===== src/rtl/trace_cmd_dispatch.sv =====
// Purpose : decode trace command records and queue them for the cache model,
//           keeping per-type dispatch counters and a count of rejected codes.
// Latency : a record accepted on edge N is presented at the head from edge N on
//           (registered insertion, no combinational in->out path).
// Backpr. : in_ready drops when the queue is full, even if a pop happens in the
//           same cycle; out_* hold stable while out_valid & !out_ready.
// Ports   : clk, rst_n (sync, active-low); in_valid/in_ready/in_cmd/in_addr;
//           out_valid/out_ready/out_cmd/out_tag/out_index/out_offset/out_class;
//           fill_level; rd_cnt/wr_cnt/if_cnt/bad_cnt (16-bit, saturating).
module trace_cmd_dispatch #(
  parameter int ADDRESS_BITS = 32,
  parameter int OFFSET_BITS  = 6,
  parameter int INDEX_BITS   = 14,
  parameter int DEPTH        = 4,
  localparam int TAG_BITS    = ADDRESS_BITS - INDEX_BITS - OFFSET_BITS,
  localparam int PTR_BITS    = $clog2(DEPTH)
) (
  input  logic                    clk,
  input  logic                    rst_n,
  input  logic                    in_valid,
  output logic                    in_ready,
  input  logic [3:0]              in_cmd,
  input  logic [ADDRESS_BITS-1:0] in_addr,
  output logic                    out_valid,
  input  logic                    out_ready,
  output logic [3:0]              out_cmd,
  output logic [TAG_BITS-1:0]     out_tag,
  output logic [INDEX_BITS-1:0]   out_index,
  output logic [OFFSET_BITS-1:0]  out_offset,
  output logic [1:0]              out_class,
  output logic [PTR_BITS:0]       fill_level,
  output logic [15:0]             rd_cnt,
  output logic [15:0]             wr_cnt,
  output logic [15:0]             if_cnt,
  output logic [15:0]             bad_cnt
);

  localparam logic [3:0] CMD_READ    = 4'd0;
  localparam logic [3:0] CMD_WRITE   = 4'd1;
  localparam logic [3:0] CMD_I_FETCH = 4'd2;
  localparam logic [3:0] CMD_L2_INV  = 4'd3;
  localparam logic [3:0] CMD_L2_DRQ  = 4'd4;
  localparam logic [3:0] CMD_CLR     = 4'd8;
  localparam logic [3:0] CMD_PRINT   = 4'd9;

  localparam logic [PTR_BITS:0] FULL_LEVEL = (PTR_BITS+1)'(DEPTH);

  logic [3:0]              cmd_mem  [DEPTH];
  logic [ADDRESS_BITS-1:0] addr_mem [DEPTH];
  logic [PTR_BITS-1:0]     wr_ptr;
  logic [PTR_BITS-1:0]     rd_ptr;
  logic [ADDRESS_BITS-1:0] head_addr;

  logic accept, push, pop, in_legal;

  function automatic logic is_legal(input logic [3:0] c);
    case (c)
      CMD_READ, CMD_WRITE, CMD_I_FETCH, CMD_L2_INV, CMD_L2_DRQ,
      CMD_CLR, CMD_PRINT: is_legal = 1'b1;
      default:            is_legal = 1'b0;
    endcase
  endfunction

  function automatic logic [15:0] sat_inc(input logic [15:0] v);
    sat_inc = (v == 16'hFFFF) ? v : v + 16'd1;
  endfunction

  assign in_ready  = (fill_level != FULL_LEVEL);
  assign out_valid = (fill_level != '0);
  assign in_legal  = is_legal(in_cmd);
  assign accept    = in_valid & in_ready;
  assign push      = accept & in_legal;
  assign pop       = out_valid & out_ready;

  assign out_cmd    = cmd_mem[rd_ptr];
  assign head_addr  = addr_mem[rd_ptr];
  assign out_offset = head_addr[OFFSET_BITS-1:0];
  assign out_index  = head_addr[OFFSET_BITS +: INDEX_BITS];
  assign out_tag    = head_addr[ADDRESS_BITS-1 : OFFSET_BITS+INDEX_BITS];

  always_comb begin
    out_class = 2'd3;
    case (out_cmd)
      CMD_READ, CMD_WRITE:   out_class = 2'd0;
      CMD_I_FETCH:           out_class = 2'd1;
      CMD_L2_INV, CMD_L2_DRQ: out_class = 2'd2;
      default:               out_class = 2'd3;
    endcase
  end

  // Payload storage needs no reset: contents are only observed while valid.
  always_ff @(posedge clk) begin
    if (push) begin
      cmd_mem[wr_ptr]  <= in_cmd;
      addr_mem[wr_ptr] <= in_addr;
    end
  end

  // Pointers wrap naturally since DEPTH is a power of two.
  always_ff @(posedge clk) begin
    if (!rst_n) begin
      wr_ptr     <= '0;
      rd_ptr     <= '0;
      fill_level <= '0;
    end else begin
      if (push) wr_ptr <= wr_ptr + PTR_BITS'(1);
      if (pop)  rd_ptr <= rd_ptr + PTR_BITS'(1);
      case ({push, pop})
        2'b10:   fill_level <= fill_level + (PTR_BITS+1)'(1);
        2'b01:   fill_level <= fill_level - (PTR_BITS+1)'(1);
        default: fill_level <= fill_level;
      endcase
    end
  end

  // Popping CLR wipes every counter, including a bad_cnt bump on the same edge.
  always_ff @(posedge clk) begin
    if (!rst_n) begin
      rd_cnt  <= '0;
      wr_cnt  <= '0;
      if_cnt  <= '0;
      bad_cnt <= '0;
    end else if (pop && out_cmd == CMD_CLR) begin
      rd_cnt  <= '0;
      wr_cnt  <= '0;
      if_cnt  <= '0;
      bad_cnt <= '0;
    end else begin
      if (pop && out_cmd == CMD_READ)    rd_cnt <= sat_inc(rd_cnt);
      if (pop && out_cmd == CMD_WRITE)   wr_cnt <= sat_inc(wr_cnt);
      if (pop && out_cmd == CMD_I_FETCH) if_cnt <= sat_inc(if_cnt);
      if (accept && !in_legal)           bad_cnt <= sat_inc(bad_cnt);
    end
  end

endmodule


===== config.mk =====
export PLATFORM = sky130hd
export DESIGN_NAME = trace_cmd_dispatch
export DESIGN_NICKNAME = d
export VERILOG_FILES = /design/src/rtl/trace_cmd_dispatch.sv
export SDC_FILE = /design/constraint.sdc
export NUM_CORES = 1
export LEC_CHECK = 0
export ABC_AREA = 1
export BUFFER_PORTS_ARGS = -buffer_cell sky130_fd_sc_hd__buf_2
export CAP_MARGIN = 20
export CORE_ASPECT_RATIO = 1.75
export CORE_MARGIN = 2
export CORE_UTILIZATION = 40
export DETAILED_ROUTE_END_ITERATION = 12
export GPL_TIMING_DRIVEN = 0
export PLACE_DENSITY = 0.68
export SYNTH_ARGS = -nofsm -noshare
export SYNTH_HDL_FRONTEND = slang
export SYNTH_SLANG_ARGS = --single-unit

===== constraint.sdc =====
create_clock -name clk -period 2.85 [get_ports clk]
set_input_delay 0.285 -clock clk [delete_from_list [all_inputs] [get_ports clk]]
set_output_delay 0.285 -clock clk [all_outputs]
set_load 0.01 [all_outputs]

== Yosys cells after proc, flatten, opt, wreduce, memory -nomap -nowiden ==
Memories as Yosys holds them, arrays and structs flattened. A register that Yosys moved wholly into a read port is not among the register bits.
Index checks and enable logic that the tools add are counted.

* $add $sub $neg: 8
* Eq/ne operators: 18
* Multiplexer cells: 9
* Bitwise logic cells: 8
* Reduce and logical (&&, ||, !) cells: 18

{| class="wikitable"
|+ Operator list
! cell !! count
|-
| 16-bit by 1-bit adder with 16-bit output (second input constant) || 4
|-
| 16-bit == test (second input constant) || 4
|-
| 4-bit by 2-bit == test with 1-bit output (second input constant) || 4
|-
| 4-bit == test (second input constant) || 3
|-
| 4-bit by 1-bit == test with 1-bit output (second input constant) || 2
|-
| 4-bit by 3-bit == test with 1-bit output (second input constant) || 2
|-
| 4-bit zero test || 2
|-
| 2-bit 2-to-1 mux || 4
|-
| 2-bit AND reduction || 4
|-
| 7-bit OR reduction || 1
|-
| 2-bit one-hot mux with 3 select lines || 1
|-
| 3-bit one-hot mux with 2 select lines || 1
|-
| 2-bit OR reduction || 3
|-
| 1-bit logical AND || 5
|-
| 1-bit inverter || 5
|-
| 2-bit by 1-bit adder with 2-bit output (second input constant) || 2
|-
| 3-bit by 1-bit adder with 3-bit output (second input constant) || 1
|-
| 1-bit AND || 3
|-
| 1-bit 2-to-1 mux || 3
|-
| 3-bit != test (second input constant) || 1
|-
| 3-bit nonzero test || 1
|-
| 3-bit by 1-bit subtractor with 3-bit output (second input constant) || 1
|-
| 2-bit by 1-bit == test with 1-bit output (second input constant) || 1
|-
| 2-bit == test (second input constant) || 1
|-
| 2 further kinds || 2
|}

* Flip-flop bits (word level): 71
* Bits in writable memories: 144
* Bits of input ports: 40
* Output and inout port bits: 107
* Logic and storage cells: 70
* Memories: 2

{| class="wikitable"
|+ Memory list
! memory !! words !! width !! read ports !! clocked after Yosys merged registers in !! write ports !! line !! text
|-
| addr_mem || 4 || 32 || 1 || 1 || 1 || 49 || <nowiki>logic [ADDRESS_BITS-1:0] addr_mem [DEPTH];</nowiki>
|-
| cmd_mem || 4 || 4 || 1 || 1 || 1 || 48 || <nowiki>logic [3:0] cmd_mem [DEPTH];</nowiki>
|}

== Logic depth before layout (Yosys ltp) ==
* Word-level depth: 6
* Gate-level depth with buffers: 13
* Mapped depth without buffers: 12

== Least setup slack after synthesis ==
Ideal clock, no wire load.

* Kind: input to register
* Start point: in in_cmd[0]
* End point: mem addr_mem[0][0] (enable)
* Library setup time: 429 ps
* Data arrival time: 2414 ps
* Required time: 2421 ps
* Setup slack: 6 ps
* Stages: 4
* Path buffers: 0
* Path through: or2_0 -> o21ai_0 -> nand2_1 -> nor2_1

* Longest elaborated chain between the ends: 6
* Elaborated cells between the ends (all ways): 12
* Classes of those cells: eq/ne: 6; mux: 3; bitwise: 1; reduce/logical: 2

{| class="wikitable"
|+ Ends and longest elaborated chain
! item !! line !! text
|-
| from (decl) || 22 || <nowiki>input logic [3:0] in_cmd,</nowiki>
|-
| 4-bit by 1-bit == test with 1-bit output, or another cell as far along || 57 || <nowiki>case (c)</nowiki>
|-
| 7-bit OR reduction (*) || 57 ||
|-
| 1-bit 2-to-1 mux (*) || 57 ||
|-
| 1-bit AND (*) || 72 || <nowiki>assign push = accept & in_legal;</nowiki>
|-
| 1-bit 2-to-1 mux (*) || 93 || <nowiki>if (push) begin</nowiki>
|-
| 1-bit 2-to-1 mux (not written as such) (*) || 95 || <nowiki>addr_mem[wr_ptr] <= in_addr;</nowiki>
|-
| to (decl) || 49 ||
|}

Every way passes the cells marked *; elsewhere a longest branch is shown, timed or not.

==> flow_summary.json <==
{
  "pin_count": 147,
  "worst_path_largest_cell_delay_ns": 0.43,
  "detail-route-antenna-nets": 0,
  "top_usage_layer": "met2",
  "floorplan.die_area_mm2": 0.0258,
  "rsz0062_at_grt": "no",
  "grt.met2_usage_pct": 37.7,
  "cell_repeated_most_along_the_worst_path": "clkbuf_1",
  "timing_hold_violations_final": 0,
  "cpLargestDelayFamily": "buffers and inverters",
  "power_density_mw_per_mm2": 697,
  "internal_pwr_total_mw": 5.87,
  "skew_ns": 0.00793,
  "worstPathArrival_ns": 2.39,
  "cts_setup_buffers": 0,
  "synth.yosys.warnings": 0,
  "detailedPlace.worstSlack_ns": -0.319,
  "stdcell_area_mm2": 0.0120,
  "antenna_found_initial": 0,
  "crit_required_ns": 2.57,
  "largest_net_degree_at_the_start_of_global_routing": 27,
  "route.detailed.vias_per_inst": 5.01,
  "share_seq_of_total_power_pct": 42.7,
  "cts_made_buffers": 21,
  "worst_path_max_delay_cell": "clkbuf_1",
  "worst_r2r_startpoint": "fill_level[0]",
  "power.share.switching_pct": 30.0,
  "h-tree-depth": 1,
  "first_global_vias": 7939,
  "count_of_flip_flops_with_a_built_in_enable_after_synthesis": 144,
  "relSlewSlack_pct": 49.3,
  "synthesis.area_mm2": 0.00979,
  "timing_worst_setup_path_type": "reg2out",
  "regToRegSetupSlack_ns": 0.47,
  "critPathCaptureType": "output pin",
  "netSwitchingPower_mw": 2.52,
  "synthesis.instances": 1071,
  "logic_depth_of_the_worst_path_buffers_included": 7,
  "io_buffer_count": 146,
  "result_of_the_run": "finished, final reports clean",
  "ys_seq_area_share_pct": 59.1,
  "worst_setup_path_start_kind": "register",
  "dp.final_hpwl_um": 17100,
  "power.clock.fraction_pct": 34.4,
  "pin_slew_with_the_least_headroom_to_its_limit_ns": 0.758,
  "setup_ws_ns": 0.177,
  "finalCoreUtilization_pct": 50.1,
  "critical_path.cell_chain": "inv_2 > buf_6 > clkbuf_1 > clkbuf_1 > o21ai_0 > o22ai_1 > buf_2",
  "gr-usage-all-layers_pct": 19.0,
  "slew_viol_final": 0,
  "ys_dominant_reg_cell": "edfxtp_1",
  "antennaDiodeCount": 0,
  "flow.area_growth_from_synthesis_pct": 23.0,
  "fmaxAchievable_mhz": 374,
  "min-delay-start": "in_addr[5]",
  "avgRoutedWirePerCell_um": 15.5,
  "finish.net_count": 1324,
  "dieWidth_um": 122,
  "dr_total_vias": 7985,
  "placedCellCount": 1529,
  "period_minus_slack_ns": 2.67,
  "clk_root_buffer_cell": "clkbuf_16",
  "post_route_cells_drive_above_1_share_pct": 19.5,
  "max_cap_viol_count": 0,
  "core.rowCount": 75,
  "irDropWorstVdd_mv": 0.720,
  "globalRouteOverflowTotal": 0,
  "clock_sink_count": 217,
  "critPathCapture": "out_index[7]",
  "chipHeight_um": 211,
  "critical_path.reg2reg.endpoint": "fill_level[2]",
  "core_region_area_mm2": 0.0240,
  "tritoncts_clock_tree": "built",
  "asyncSetResetFlopFracSynth_pct": 0,
  "initial_core_util_pct": 40.8,
  "holdWs_ns": 0.0183,
  "layoutNonFillerInstCount": 1595,
  "ys_seq_elements": 217,
  "iteration_0_drc_count_of_the_detailed_router": 417,
  "crit_path_max_fanout": 10,
  "grtUsageMet3_pct": 3.16,
  "detailedRoute.firstPassIterationCount": 6,
  "yosysUniqueCellTypes": 36,
  "clk_transition_reported_paths_ns": 0.07,
  "setup-violations-final": 0,
  "dpl_cell_area_mm2": 0.0110,
  "finalCritPeriodShare_pct": 93.8,
  "clkLatencyLatePin_ns": 0.50,
  "routabilityCongestion": 0.872,
  "drc_errors": 0,
  "pwr-share-comb_pct": 23.0,
  "grt_pass1_wl_um": 38900,
  "power.leakage_nw": 4.86,
  "detail_route.wirelength_um": 24700,
  "worst-path-buf-inv": 5,
  "n_fill_cell": 2179,
  "global_route.usage.met1_pct": 19.4,
  "clockBufferDepth": 3,
  "mappedNetlistNets": 1121,
  "timing.reg2reg.worst_path_depth": 12,
  "post_synthesis_mean_instance_area_um2": 9.14,
  "min_path_type": "in2reg"
}
synth_stat cells, types with 2 or more instances:
cell type	number	area share, %
nand2_1	221	8.5
nor2_1	190	7.3
edfxtp_1	144	44
inv_1	85	3.3
o21ai_0	75	3.8
dfxtp_1	73	15
nand3_1	72	3.7
a21oi_1	44	2.2
o22ai_1	32	2.0
clkbuf_1	19	0.73
xor2_1	12	1.1
buf_6	10	1.2
nand2_2	10	0.64
nand4_1	10	0.64
ha_1	9	1.2
buf_2	8	0.41
nor2_2	7	0.45
inv_2	6	0.23
nor3_1	6	0.31
xnor2_1	6	0.54
nand3b_1	5	0.38
buf_4	4	0.31
nand3_2	4	0.41
nor2_4	3	0.35
and2_1	2	0.13
inv_4	2	0.13
o21bai_1	2	0.15
or2_2	2	0.13
power by group through the flow:
stage               registers, mW  clock network, mW  logic (mW)
global route                 3.59               3.06        2.14
global placement             3.65                  0        1.85
floorplan                    3.65                  0        1.13
detailed placement           3.65                  0        1.90
finish                       3.58               2.88        1.93
CTS                          3.58               2.94        1.94
sequential cells by signal (all words and copies together), names as in the netlist, named ones only:
signal	flops
rd_cnt	16
fill_level	3
wr_cnt	16
rd_ptr	2
addr_mem	128
bad_cnt	16
cmd_mem	16
wr_ptr	2
if_cnt	16
layout make-up:
type	instances	area (um^2)	share of cell area (%)
well taps	308	385	3.20
multi-input cells	719	3420	28.4
flip-flops and latches	217	5790	48.0
clock buffers	23	533	4.43
clock inverters	13	174	1.44
plain buffers	41	259	2.15
inverters	94	359	2.98
repair buffers	180	1130	9.35
cells by family (layout without fill, tap and decap cells):
kind of cell               Yosys count  in the layout  share of synthesized area, %
xor gates and xnor gates            18             18                          1.61
buffers and inverters              135            351                          6.26
and+or+nand+nor                    536            536                          23.2
AOI/OAI and AO/OA                  155            155                          8.45
DFF                                217            217                          59.1
adders and majority gates           10             10                          1.35
repair_timing:
action                                  CTS  global route
endpoints found under the setup margin    0             4
endpoints found under the hold margin   120             0
hold buffers                             30             0
resized for setup                         0             8
layout by cell type, fill, tap and decap left out, types with 4 or more instances in the layout:
cell type,n
nand3b_1,5
nand2_1,221
clkbuf_1,17
o22ai_1,32
dlygate4sd3_1,30
edfxtp_1,144
nor2_1,186
nor2_4,7
buf_2,154
nand3_1,72
nand2_2,10
o21ai_0,75
clkinv_2,5
ha_1,9
nand4_1,10
nor2_2,7
xnor2_1,6
dfxtp_1,73
buf_4,4
clkbuf_2,4
a21oi_1,44
bufinv_16,4
nand3_2,4
inv_1,85
clkbuf_16,21
buf_6,10
inv_2,6
nor3_1,6
xor2_1,12
worst min-delay path by stage:
stage,to,slack [ns],cells after the start
2_1_floorplan,addr_mem[0][0],0.38,0
6_report,addr_mem[0][5],0.02,1
5_1_grt,addr_mem[2][29],0.02,1
3_3_place_gp,rd_ptr[1],0.45,2
4_1_cts,addr_mem[1][5],0.002,1
3_5_place_dp,rd_ptr[1],0.46,2
per-stage QoR:
| stage | total power [mW] | setup TNS [ns] |
|---|---|---|
| detailed placement | 5.55 | -25.27 |
| global route | 8.80 | 0 |
| finish | 8.39 | 0 |
| global placement | 5.50 | -317.68 |
| CTS | 8.47 | 0 |
| floorplan | 4.78 | 0 |
per-layer routing:
layer | vias to the layer above | routed length (um) | share of wire [%]
li1 | 3971 | - | -
met1 | 3745 | 9050 | 37
met2 | 223 | 13700 | 56
met3 | 46 | 1330 | 5.4
met4 | 0 | 561 | 2.3
met5 | - | 0 | 0
Power figures use the tool's default switching activity.
